--- src/rtl/mem_arbiter.sv ---
// Arbitrates the single-port word RAM between instruction fetch (I) and load/store (D).
// One access per cycle; responses return one cycle after grant, tagged by side.
module mem_arbiter #(
  parameter int ADDR_W     = 32,
  parameter int DEPTH_LOG2 = 10,
  parameter int WORD_W     = 32
) (
  input  logic                  clk,
  input  logic                  rst,
  input  logic                  i_req,
  input  logic [ADDR_W-1:0]     i_addr,
  output logic                  i_gnt,
  output logic                  i_rvalid,
  output logic [WORD_W-1:0]     i_rdata,
  output logic                  i_err,
  input  logic                  d_req,
  input  logic                  d_we,
  input  logic [ADDR_W-1:0]     d_addr,
  input  logic [WORD_W-1:0]     d_wdata,
  input  logic [3:0]            d_wstrb,
  input  logic                  d_lock,
  output logic                  d_gnt,
  output logic                  d_rvalid,
  output logic [WORD_W-1:0]     d_rdata,
  output logic                  d_err,
  output logic                  mem_en,
  output logic                  mem_we,
  output logic [DEPTH_LOG2-1:0] mem_addr,
  output logic [WORD_W-1:0]     mem_wdata,
  output logic [3:0]            mem_wstrb,
  input  logic [WORD_W-1:0]     mem_rdata
);

  typedef enum logic {ARB, OWN_D} state_t;

  state_t r_state, w_state_nxt;
  logic   r_rr_i, w_rr_nxt;          // 1: I wins the next contention
  logic   r_tag_vld, r_tag_d, r_tag_err, r_tag_rd;

  logic w_i_oor, w_d_oor, w_i_err, w_d_err, w_strb_ok, w_d_nop, w_mem_go, w_rsp;
  logic [1:0] w_d_off;

  assign w_i_oor = |i_addr[ADDR_W-1:DEPTH_LOG2+2];
  assign w_d_oor = |d_addr[ADDR_W-1:DEPTH_LOG2+2];
  assign w_d_off = d_addr[1:0];
  assign w_i_err = w_i_oor | (i_addr[1:0] != 2'b00);

  // Store strobes must be a byte, aligned half or full word matching the byte offset.
  always_comb begin
    w_strb_ok = 1'b0;
    case (d_wstrb)
      4'b0000: w_strb_ok = 1'b1;
      4'b0001: w_strb_ok = (w_d_off == 2'd0);
      4'b0010: w_strb_ok = (w_d_off == 2'd1);
      4'b0100: w_strb_ok = (w_d_off == 2'd2);
      4'b1000: w_strb_ok = (w_d_off == 2'd3);
      4'b0011: w_strb_ok = (w_d_off == 2'd0);
      4'b1100: w_strb_ok = (w_d_off == 2'd2);
      4'b1111: w_strb_ok = (w_d_off == 2'd0);
      default: w_strb_ok = 1'b0;
    endcase
  end

  assign w_d_err = w_d_oor | (d_we ? !w_strb_ok : (w_d_off != 2'd0));
  assign w_d_nop = d_we & (d_wstrb == 4'b0000);

  always_comb begin
    w_state_nxt = r_state;
    w_rr_nxt    = r_rr_i;
    i_gnt       = 1'b0;
    d_gnt       = 1'b0;
    if (!rst) begin
      case (r_state)
        ARB: begin
          if (i_req && d_req) begin
            i_gnt    = r_rr_i;
            d_gnt    = !r_rr_i;
            w_rr_nxt = !r_rr_i;
          end else begin
            i_gnt = i_req;
            d_gnt = d_req;
          end
          if (d_gnt && d_lock) w_state_nxt = OWN_D;
        end
        OWN_D: begin
          d_gnt = d_req;
          if (!d_req || !d_lock) w_state_nxt = ARB;
        end
        default: w_state_nxt = ARB;
      endcase
    end
  end

  // Erroring requests and empty stores are granted but never touch the RAM.
  assign w_mem_go  = (i_gnt & !w_i_err) | (d_gnt & !w_d_err & !w_d_nop);
  assign mem_en    = w_mem_go;
  assign mem_we    = w_mem_go & d_gnt & d_we;
  assign mem_addr  = d_gnt ? d_addr[DEPTH_LOG2+1:2] :
                     i_gnt ? i_addr[DEPTH_LOG2+1:2] : '0;
  assign mem_wdata = (d_gnt && d_we) ? d_wdata : '0;
  assign mem_wstrb = (d_gnt && d_we) ? d_wstrb : 4'b0000;

  always_ff @(posedge clk) begin
    if (rst) begin
      r_state   <= ARB;
      r_rr_i    <= 1'b0;
      r_tag_vld <= 1'b0;
      r_tag_d   <= 1'b0;
      r_tag_err <= 1'b0;
      r_tag_rd  <= 1'b0;
    end else begin
      r_state   <= w_state_nxt;
      r_rr_i    <= w_rr_nxt;
      r_tag_vld <= i_gnt | d_gnt;
      r_tag_d   <= d_gnt;
      r_tag_err <= d_gnt ? w_d_err : (i_gnt & w_i_err);
      r_tag_rd  <= d_gnt ? (!d_we & !w_d_err) : (i_gnt & !w_i_err);
    end
  end

  // Masking with rst drops a response whose grant is followed directly by reset.
  assign w_rsp    = r_tag_vld & !rst;
  assign i_rvalid = w_rsp & !r_tag_d;
  assign d_rvalid = w_rsp & r_tag_d;
  assign i_err    = i_rvalid & r_tag_err;
  assign d_err    = d_rvalid & r_tag_err;
  assign i_rdata  = (i_rvalid && r_tag_rd) ? mem_rdata : '0;
  assign d_rdata  = (d_rvalid && r_tag_rd) ? mem_rdata : '0;

endmodule

--- config.mk ---
export PLATFORM = sky130hd
export DESIGN_NAME = mem_arbiter
export DESIGN_NICKNAME = d
export VERILOG_FILES = /design/src/rtl/mem_arbiter.sv
export SDC_FILE = /design/constraint.sdc
export NUM_CORES = 1
export LEC_CHECK = 0
export CAP_MARGIN = 20
export CORE_AREA = 4 4 98 100
export DETAILED_ROUTE_END_ITERATION = 6
export DIE_AREA = 0 0 102 104
export HOLD_SLACK_MARGIN = 0.1
export PLACE_DENSITY = 0.76
export SYNTH_ARGS = -nofsm -noshare
export SYNTH_HDL_FRONTEND = slang
export SYNTH_SLANG_ARGS = --single-unit
--- constraint.sdc ---
create_clock -name clk -period 1.7 [get_ports clk]
set_input_delay 0.255 -clock clk [delete_from_list [all_inputs] [get_ports clk]]
set_output_delay 0.255 -clock clk [all_outputs]
set_load 0.01 [all_outputs]
# After elaboration in Yosys (flattened, before gate mapping)
# Index checks and enable logic that the tools add are counted.
[word_totals]
ff_bits = 6
latch_bits = 0
mem_bits_rw = 0
rom_bits = 0
in_bits = 138
output_inout_bits = 118
wordCells = 80
mem_count = 0
[classes]
n_addsub = 0
multipliers = 0
div_mod_pow = 0
n_lt_le_gt_ge = 0
n_eq_ne = 10
shifts = 0
n_mux = 21
n_bitwise = 18
n_reduce_logical = 25
[op_table]
columns = ["cell", "n"]
rows = [
  ["$mux 32", 3],
  ["$reduce_or 20->1", 2],
  ["$mux 10", 2],
  ["$and 1x1->1", 13],
  ["$eq 4x4->1 const B", 3],
  ["$mux 1", 12],
  ["$logic_not 1->1", 10],
  ["$eq 4x2->1 const B", 2],
  ["$logic_and 1x1->1", 5],
  ["$pmux 1 s5", 1],
  ["$eq 2x2->1 const B", 2],
  ["$eq 4x1->1 const B", 1],
  ["$eq 4x3->1 const B", 1],
  ["$logic_not 4->1", 1],
  ["$mux 4", 1],
  ["$or 1x1->1", 4],
  ["$pmux 1 s2", 2],
  ["$reduce_bool 2->1", 2],
  ["$reduce_or 3->1", 1],
  ["$eq 2x1->1 const B", 1],
  ["$logic_not 2->1", 1],
  ["$reduce_and 2->1", 1],
  ["$reduce_or 2->1", 1],
  ["$logic_or 1x1->1", 1],
  ["$not 1->1", 1],
]

# Logic depth before layout (Yosys ltp)
# Gate-level depths: netlist of the first run.
[depth]
word_depth = 12
depth_mapped = 5

# Worst setup path before layout of the first run
# Ideal clock, no wire load.
[synth_path]
path_type = "reg2out"
from = "reg r_state"
to = "out mem_addr[0]"
arrival_time_ns = 1.163
required_time_ns = 1.445
path_slack_ns = 0.282
stages_incl_launch_ff = 6
path_buffers = 1
cell_sequence = "dfxtp_1 -> nand2b_1 -> or3_4 -> inv_2 -> buf_6 -> a22o_1"
[synth_between]
elab_chain_len = 4
[synth_rtl]
columns = ["item", "line_no", "source"]
rows = [
  ["start, declared", "36", "state_t r_state, w_state_nxt;"],
  ["start signal, assigned", "112", "r_state <= w_state_nxt;"],
  ["$mux 1", "73", "case (r_state)"],
  ["$mux 1", "72", "if (!rst) begin"],
  ["via i_gnt", "12", "output logic i_gnt,"],
  ["$mux 10", "99", "i_gnt ? i_addr[DEPTH_LOG2+1:2] : '0;"],
  ["$mux 10", "98", "assign mem_addr = d_gnt ? d_addr[DEPTH_LOG2+1:2] :"],
  ["end, declared", "28", "output logic [DEPTH_LOG2-1:0] mem_addr,"],
]
# The timed path passes the listed nets, and every way through them passes these cells.

# Worst setup path after layout of the first run
[layout_path]
from = "reg r_state"
to = "out mem_addr[6]"
[layout_between]
elab_chain_len = 4
[layout_rtl]
columns = ["item", "line_no"]
rows = [
  ["$not 1->1 (no line) / $mux 1 (equally long branches)", "n/a"],
  ["$pmux 1 s2 / $mux 1 (equally long branches)", "73, 72"],
  ["$mux 1 / $mux 10 (equally long branches)", "72, 99"],
  ["$mux 10 (*)", "98"],
]
# Every way passes the cells marked *; elsewhere a longest branch is shown, timed or not.

==> flow_summary.ini, run 1 <==
[logic_synthesis]
yosys.cell_types.count = 41
synth_ff_type = dfxtp_1
synth_sequential_area_ratio_pct = 8.840
synthCells = 197
syn-num-nets = 335
ys_ff_latch = 6
synth_area_mm2 = 0.001359
async_flop_share_pct = 0
synth_edf_count = 0
yosysWarnings = 0
synth.avg_cell_area_um2 = 6.897

[placement]
place_inst = 560
port_buffers = 255
dp_hpwl_mm = 7.640
gp_congestion = 0.7752

[clock_network]
clk_latency_ns = 0.22
htreeDepth = 1
cts_buffers = 3
cts_sinks = 6
cts.reportedPaths.clkPinSlew_ns = 0.04
cts.path.max_buffers = 2
cts_hold_buf = 0
cts_tree = done
root_buffer = clkbuf_8

[sta]
period_share_pct = 108.8
skew_ns = 0.002748
worst_slack_ns = -0.1503
min_period_ns = 1.850
tightestPinTransition_ns = 0.3352
hold_violations = 0
maxSlewViolCount = 0
relSlewSlack_pct = 77.65
finalSetupViolCount = 34
rsz0062_at_grt = true
max_freq_mhz = 540.5

[worst_setup_path]
crit_slowest_cell = or3_4
r2r_start = r_state$_SDFF_PP0_
critical_path_class = flop to output pin
crit_start = r_state$_SDFF_PP0_
worstSetupEndpointType = output pin
start_kind = flop
worstReg2RegEnd = r_tag_rd$_SDFF_PP0_
crit_chain = nand2b_4 -> or3_4 -> inv_8 -> buf_6 -> a22o_1 -> buf_2
worst-r2r-cell-count = 8
cp.arrival_ns = 1.60
crit_required_ns = 1.44
cp_max_fo = 5
slowest_delay_ns = 0.46
r2r_setup_slack_ns = 0.20

[drt]
routed_wl_mm = 10.65
num_vias = 2747
drt-vias-per-instance = 4.648
ant_nets = 0
dr.pass1.iters = 4
avgRoutedWirePerCell_um = 18.02
drt-initial-drc-count = 72
drc = 0

[power]
powerDensity_mw_per_mm2 = 252.2
p_leak_nw = 2.520
power_mw = 1.167
switching_power_uw = 333.7
clkPwrFrac_pct = 18.3
internal_power_uw = 833.1
combinationalPowerShare_pct = 68.1
switching_share_pct = 28.60
power_frac_seq_pct = 13.6
ir_worst_vdd_mv = 0.1690

[global_route]
grt_max_degree = 65
overflow = 0
grt_pass1_vias = 2917
grt_pass1_wl_mm = 14.68
groute.usage.overall_pct = 17.25
grt_antenna_before_repair = 0

[min_path]
hold_depth = 3
holdCritStartpoint = rst
hold_path_end = r_rr_i$_SDFFE_PP0P_
hold_class = input port to flop

[run_status]
violations = setup timing
status = finished, violations left

[floorplan]
row_count = 34
die_w_um = 102
dieArea_mm2 = 0.01061
ioPinCount = 256
core_mm2 = 0.008678
start_util_pct = 15.66
die_h_um = 104

[final_layout]
diodes = 0
area_growth_pct = 240.4
fillers = 802
drive_above_1_share_pct = 49.69
final_cell_count_no_fill = 591
nets = 623
utilization_pct = 53.30

[flow_run]
drv_cap = 0
[power by group through the flow]
stage / clock (mW) / sequential [mW] / combinational (mW)
final: 0.214 / 0.159 / 0.794
after CTS: 0.220 / 0.159 / 0.737
after detailed placement: 0 / 0.158 / 0.631
after floorplan: 0 / 0.158 / 0.150
after global routing: 0.234 / 0.160 / 0.841
after global placement: 0 / 0.157 / 0.620
[critical path: cells and delay by family (launching register included)]
kind	cells	cell delay, ns
flops	1	0.32
simple gates	2	0.59
compound gates	1	0.12
buf+inv	3	0.33
[cell type report]
class / count / area [µm²] / area share (%)
clock buffer: 3 / 41.29 / 0.8926
inverter: 3 / 18.77 / 0.4057
multi-input combinational: 164 / 1421 / 30.73
sequential: 6 / 123.9 / 2.678
tap: 108 / 135.1 / 2.921
timing repair buffer: 306 / 2877 / 62.19
timing repair inverter: 1 / 8.758 / 0.1893
[worst max-delay path by stage]
stage | endpoint | slack (ns) | cells after the start
6_report | mem_addr[6] | -0.15 | 6
5_1_grt | mem_en | -0.21 | 6
3_3_place_gp | mem_addr[9] | -0.73 | 6
3_5_place_dp | mem_addr[1] | -0.78 | 6
2_1_floorplan | mem_addr[0] | 0.28 | 5
4_1_cts | mem_we | -0.20 | 7
[per-stage QoR]
step                setup slack (ns)  hold slack (ns)  TNS, ns  area [µm²]
floorplan                     0.2816           0.3274        0        1359
global placement             -0.7291           0.6542   -66.19        4164
detailed placement           -0.7779           0.6743   -71.70        4164
CTS                          -0.2044           0.3419   -2.716        4247
global route                 -0.2104           0.3608   -4.116        4626
finish                       -0.1503           0.3441   -1.699        4626
[logic make-up after synthesis]
logic type,synth area share [%]
flops,8.840
buf+inv,9.115
xor+xnor,0.6447
simple gates,67.40
compound gates,14.00
[sequential cells by signal, indices dropped and copies added (netlist names)]
signal and count:
r_tag_err 1, r_tag_d 1, r_tag_vld 1, r_tag_rd 1
r_state 1, r_rr_i 1
[per-layer routing]
layer  global-route usage (%)  up-vias  wire length [µm]
li1                         -     1318                 -
met1                    15.42     1241              3279
met2                    36.21      171              5798
met3                    4.762       17              1335
met4                    3.843        0               237
met5                        0        -                 0
[synth_stat cells (2+ instances only)]
library cell	count	share of area [%]
nor2b_1	3	1.4
nor2_1	4	1.1
and2_1	3	1.4
nand2_1	5	1.4
o21ai_0	2	0.74
clkbuf_1	17	4.7
and3_1	100	46
nand3_1	2	0.74
inv_1	2	0.55
buf_2	3	1.1
a22o_1	9	5.8
and3b_1	2	1.3
nor4_1	10	4.6
dfxtp_1	6	8.8
buf_4	3	1.7
[cell usage in the layout (no fill, tap or decap), types with 2 or more instances in the layout]
cell type,Yosys,layout
clkdlybuf4s50_1,0,103
buf_2,3,78
and3_1,100,64
buf_6,1,51
and3_4,0,37
dlygate4sd2_1,0,25
buf_4,3,19
a22o_1,9,9
buf_12,0,9
nor4_2,0,7
dlymetal6s2s_1,0,7
buf_16,0,6
nor4_1,10,3
nor2_1,4,3
nand2_1,5,3
and2_1,3,3
clkbuf_8,0,3
clkbuf_2,0,3
dfxtp_2,0,3
dfxtp_1,6,3
nor2b_4,0,2
nand2b_4,1,2
inv_1,2,2
nor2b_1,3,2
o21ai_0,2,2
nand3_1,2,2
clkdlybuf4s15_1,0,2
[what timing repair did]
action | 4_1_cts | 5_1_grt
endpoints found under the setup margin | 118 | 62
gates resized for setup | 544 | 98
buffers inserted | 17 | 5
gates cloned | 9 | 1
pin swaps | 32 | 34
No activity file was read; power rests on OpenSTA's default activity.
==> run 2, diff against run 1 <==
--- a/config.mk
+++ b/config.mk
@@ -7,10 +7,12 @@
 export LEC_CHECK = 0
 export CAP_MARGIN = 20
 export CORE_AREA = 4 4 98 100
+export CTS_CLUSTER_DIAMETER = 120
 export DETAILED_ROUTE_END_ITERATION = 6
 export DIE_AREA = 0 0 102 104
 export HOLD_SLACK_MARGIN = 0.1
 export PLACE_DENSITY = 0.76
+export SKIP_CTS_REPAIR_TIMING = 1
 export SYNTH_ARGS = -nofsm -noshare
 export SYNTH_HDL_FRONTEND = slang
 export SYNTH_SLANG_ARGS = --single-unit
==> flow_summary.ini, run 2 (synthesized netlist as in run 1, its figures left out) <==
[run_status]
status = finished, violations left
violations = setup timing

[worst_setup_path]
start_kind = flop
cp_max_fo = 6
crit_start = r_rr_i$_SDFFE_PP0P_
crit_required_ns = 1.44
critical_path_class = flop to output pin
r2r_start = r_state$_SDFF_PP0_
worstSetupEndpointType = output pin
worst-r2r-cell-count = 8
worstReg2RegEnd = r_tag_rd$_SDFF_PP0_
cp.arrival_ns = 1.61
r2r_setup_slack_ns = 0.15

[sta]
tightestPinTransition_ns = 0.3019
worst_slack_ns = -0.1619
skew_ns = 0.002525
hold_violations = 0
rsz0062_at_grt = true
min_period_ns = 1.862
finalSetupViolCount = 27
max_freq_mhz = 537.1
maxSlewViolCount = 0
relSlewSlack_pct = 79.66
period_share_pct = 109.5

[global_route]
groute.usage.overall_pct = 14.42
grt_max_degree = 65
grt_antenna_before_repair = 1
grt_pass1_wl_mm = 12.44
overflow = 0
grt_pass1_vias = 2610

[floorplan]
ioPinCount = 256
start_util_pct = 15.66
core_mm2 = 0.008678
die_w_um = 102
dieArea_mm2 = 0.01061
row_count = 34
die_h_um = 104

[drt]
drt-initial-drc-count = 71
drc = 0
num_vias = 2695
avgRoutedWirePerCell_um = 17.46
dr.pass1.iters = 4
drt-vias-per-instance = 4.631
routed_wl_mm = 10.16
ant_nets = 0

[power]
power_mw = 1.058
switching_power_uw = 304.3
power_frac_seq_pct = 15.0
powerDensity_mw_per_mm2 = 233.7
ir_worst_vdd_mv = 0.1611
internal_power_uw = 753.9
switching_share_pct = 28.75
p_leak_nw = 3.562
combinationalPowerShare_pct = 64.5
clkPwrFrac_pct = 20.5

[min_path]
holdCritStartpoint = rst
hold_path_end = r_rr_i$_SDFFE_PP0P_
hold_depth = 3
hold_class = input port to flop

[flow_run]
drv_cap = 0

[final_layout]
layout_common_cells = 101 x clkdlybuf4s50_1, 99 x and3_1, 90 x dlymetal6s2s_1
area_growth_pct = 233.2
layout_commonest_cell = clkdlybuf4s50_1
final_cell_count_no_fill = 582
drive_above_1_share_pct = 29.60
utilization_pct = 52.18
nets = 613

[clock_network]
cts.path.max_buffers = 2
root_buffer = clkbuf_8
cts_buffers = 3
cts_tree = done
cts_sinks = 6
htreeDepth = 1
clk_latency_ns = 0.23
cts.reportedPaths.clkPinSlew_ns = 0.04

[placement]
place_inst = 560
gp_congestion = 0.7752
post-place-ws_ns = -0.7779
port_buffers = 255
dp_hpwl_mm = 7.640
-- run 2: area by class of cell --
type	instances	area, µm²
fillers	793	4150
flip-flops and latches	6	123.9
repair inverters	1	8.758
well taps	108	135.1
repair buffers	296	2959
multi-input cells	164	1239
clock buffers	3	41.29
inverters	3	18.77
diodes	1	2.502
-- run 2: worst max-delay path by stage --
stage                              to  cells past startpoint  slack, ns
after detailed placement  mem_addr[1]                      6      -0.78
after global placement    mem_addr[9]                      6      -0.73
after CTS                 mem_addr[1]                      6      -0.79
after global routing           mem_we                      7      -0.24
final                          mem_we                      7      -0.16
after floorplan           mem_addr[0]                      5       0.28
-- run 2: worst max-delay path: stages, from the launching register on --
cell and delay (ns):
dfxtp_2 0.32, buf_6 0.12, a21oi_4 0.16, buf_12 0.14, buf_6 0.09, and4_4 0.23
and4b_1 0.21, buf_6 0.11
-- run 2: power by group through the flow --
| stage | logic [mW] | clock network, mW | registers [mW] |
|---|---|---|---|
| after global placement | 0.620 | 0 | 0.157 |
| after CTS | 0.634 | 0.220 | 0.156 |
| after detailed placement | 0.631 | 0 | 0.158 |
| after floorplan | 0.150 | 0 | 0.158 |
| after global routing | 0.724 | 0.239 | 0.160 |
| final | 0.682 | 0.217 | 0.159 |
-- run 2: routing by layer --
layer,GRT usage [%],wire (µm),vias to the layer above
li1,-,-,1298
met1,13.09,3264,1225
met2,29.02,5665,162
met3,4.896,1090,10
met4,4.030,142,0
met5,0,0,-
-- run 2: stage by stage --
stage	area (µm²)	setup TNS (ns)	hold WS, ns
2_1_floorplan	1359	0	0.3274
3_3_place_gp	4164	-66.19	0.6542
3_5_place_dp	4164	-71.70	0.6743
4_1_cts	4205	-72.55	0.5901
5_1_grt	4528	-4.386	0.3562
6_report	4528	-1.528	0.3416
==> run 3, diff against run 2 <==
--- a/config.mk
+++ b/config.mk
@@ -10,9 +10,11 @@
 export CTS_CLUSTER_DIAMETER = 120
 export DETAILED_ROUTE_END_ITERATION = 6
 export DIE_AREA = 0 0 102 104
+export GPL_ROUTABILITY_DRIVEN = 1
 export HOLD_SLACK_MARGIN = 0.1
 export PLACE_DENSITY = 0.76
 export SKIP_CTS_REPAIR_TIMING = 1
+export SKIP_LAST_GASP = 1
 export SYNTH_ARGS = -nofsm -noshare
 export SYNTH_HDL_FRONTEND = slang
 export SYNTH_SLANG_ARGS = --single-unit
==> flow_summary.ini, run 3 (synthesized netlist as in run 1, its figures left out) <==
[clock_network]
cts_tree = done
root_buffer = clkbuf_8
cts.reportedPaths.clkPinSlew_ns = 0.04
cts_buffers = 3
cts_sinks = 6
clk_latency_ns = 0.23
cts.path.max_buffers = 2
htreeDepth = 1

[final_layout]
area_growth_pct = 231.0
drive_above_1_share_pct = 29.18
nets = 613
fillers = 798
multi_input_area_mm2 = 0.001229
layout_commonest_cell = clkdlybuf4s50_1
seq_area_um2 = 123.9
layout_common_cells = 107 x clkdlybuf4s50_1, 99 x and3_1, 85 x dlymetal6s2s_1

[sta]
maxSlewViolCount = 0
relSlewSlack_pct = 79.85
max_freq_mhz = 540.2
finalSetupViolCount = 27
tightestPinTransition_ns = 0.3017
worst_hold_slack_ns = 0.3396
rsz0062_at_grt = true
setup-tns-final_ns = -1.346
skew_ns = 0.002843
hold_violations = 0
min_period_ns = 1.851
worst_slack_ns = -0.1510
period_share_pct = 108.9

[worst_setup_path]
cp_max_fo = 6
worstSetupEndpointType = output pin
critical_path_class = flop to output pin
crit_required_ns = 1.44
cp.arrival_ns = 1.60
start_kind = flop

[flow_run]
drv_cap = 0

[drt]
drt-initial-drc-count = 68
routed_wl_mm = 10.14
num_vias = 2686
ant_nets = 0
drc = 0
dr.pass1.iters = 4
drt-vias-per-instance = 4.615
avgRoutedWirePerCell_um = 17.43

[global_route]
groute.usage.overall_pct = 14.42
grt_antenna_before_repair = 1
grt_pass1_vias = 2610
overflow = 0
grt_pass1_wl_mm = 12.44
grt_max_degree = 65

[floorplan]
core_mm2 = 0.008678
row_count = 34
die_w_um = 102
ioPinCount = 256
start_util_pct = 15.66
die_h_um = 104
dieArea_mm2 = 0.01061

[placement]
port_buffers = 255
post-place-ws_ns = -0.7779
gp_congestion = 0.7752
dp_hpwl_mm = 7.640

[power]
combinationalPowerShare_pct = 64.4
power_frac_seq_pct = 15.0
p_leak_nw = 3.506
clkPwrFrac_pct = 20.5
switching_power_uw = 302.1
power_mw = 1.055
powerDensity_mw_per_mm2 = 234.6
ir_worst_vdd_mv = 0.1559
internal_power_uw = 753.0
switching_share_pct = 28.63

[run_status]
status = finished, violations left
violations = setup timing

[min_path]
hold_class = input port to flop
## run 3: cell types whose count changed in the layout (fill, tap and decap cells not counted)
| cell | before | now |
|---|---|---|
| a22o_2 | 0 | 1 |
| a22o_4 | 1 | 0 |
| buf_2 | 30 | 22 |
| buf_6 | 11 | 9 |
| clkbuf_2 | 29 | 38 |
| clkdlybuf4s50_1 | 101 | 107 |
| dlymetal6s2s_1 | 90 | 85 |
| nor2b_1 | 2 | 3 |
| nor2b_2 | 1 | 0 |
## run 3: area by class of cell
type,instances,share of cell area [%]
flip-flops and latches,6,2.754
diodes,1,0.05563
repair buffers,296,65.34
repair inverters,1,0.1947
well taps,108,3.004
clock buffers,3,0.9179
multi-input cells,164,27.32
inverters,3,0.4172
## run 3: worst max-delay path, stage by stage, from the launching register on
cell	delay, ns
dfxtp_2	0.32
buf_6	0.12
a21oi_4	0.16
buf_12	0.14
buf_6	0.09
and4_4	0.23
and4b_1	0.21
buf_6	0.11
## run 3: path summary, 6_finish.rpt
| check | startpoint | endpoint | slack, ns | cells after the start |
|---|---|---|---|---|
| setup / recovery | r_rr_i$_SDFFE_PP0P_ | mem_we | -0.15 | 7 |
| hold / removal | rst | r_rr_i$_SDFFE_PP0P_ | 0.34 | 3 |
| setup reg to reg | r_state$_SDFF_PP0_ | r_tag_rd$_SDFF_PP0_ | 0.16 | 8 |
| hold reg to reg | r_rr_i$_SDFFE_PP0P_ | r_tag_d$_SDFF_PP0_ | 0.64 | 3 |
## run 3: power groups by stage
stage	Clock [mW]	Combinational, mW	Sequential, mW
after floorplan	0	0.150	0.158
after global placement	0	0.620	0.157
after detailed placement	0	0.631	0.158
after CTS	0.220	0.634	0.156
after global routing	0.239	0.720	0.160
final	0.217	0.680	0.159
## run 3: metal layers
metal	routed length, µm	vias to the layer above	track usage, %
met1	3244	1217	13.09
met3	1105	8	4.896
met4	114	0	4.030
met2	5679	162	29.02
met5	0	-	0
li1	-	1299	-
## run 3: stage by stage
step	instance area [µm²]	cells	util (%)
3_5_place_dp	4164	560	47.98
2_1_floorplan	1359	197	-
6_report	4498	582	51.83
5_1_grt	4498	582	51.83
4_1_cts	4205	563	48.46
3_3_place_gp	4164	560	47.98
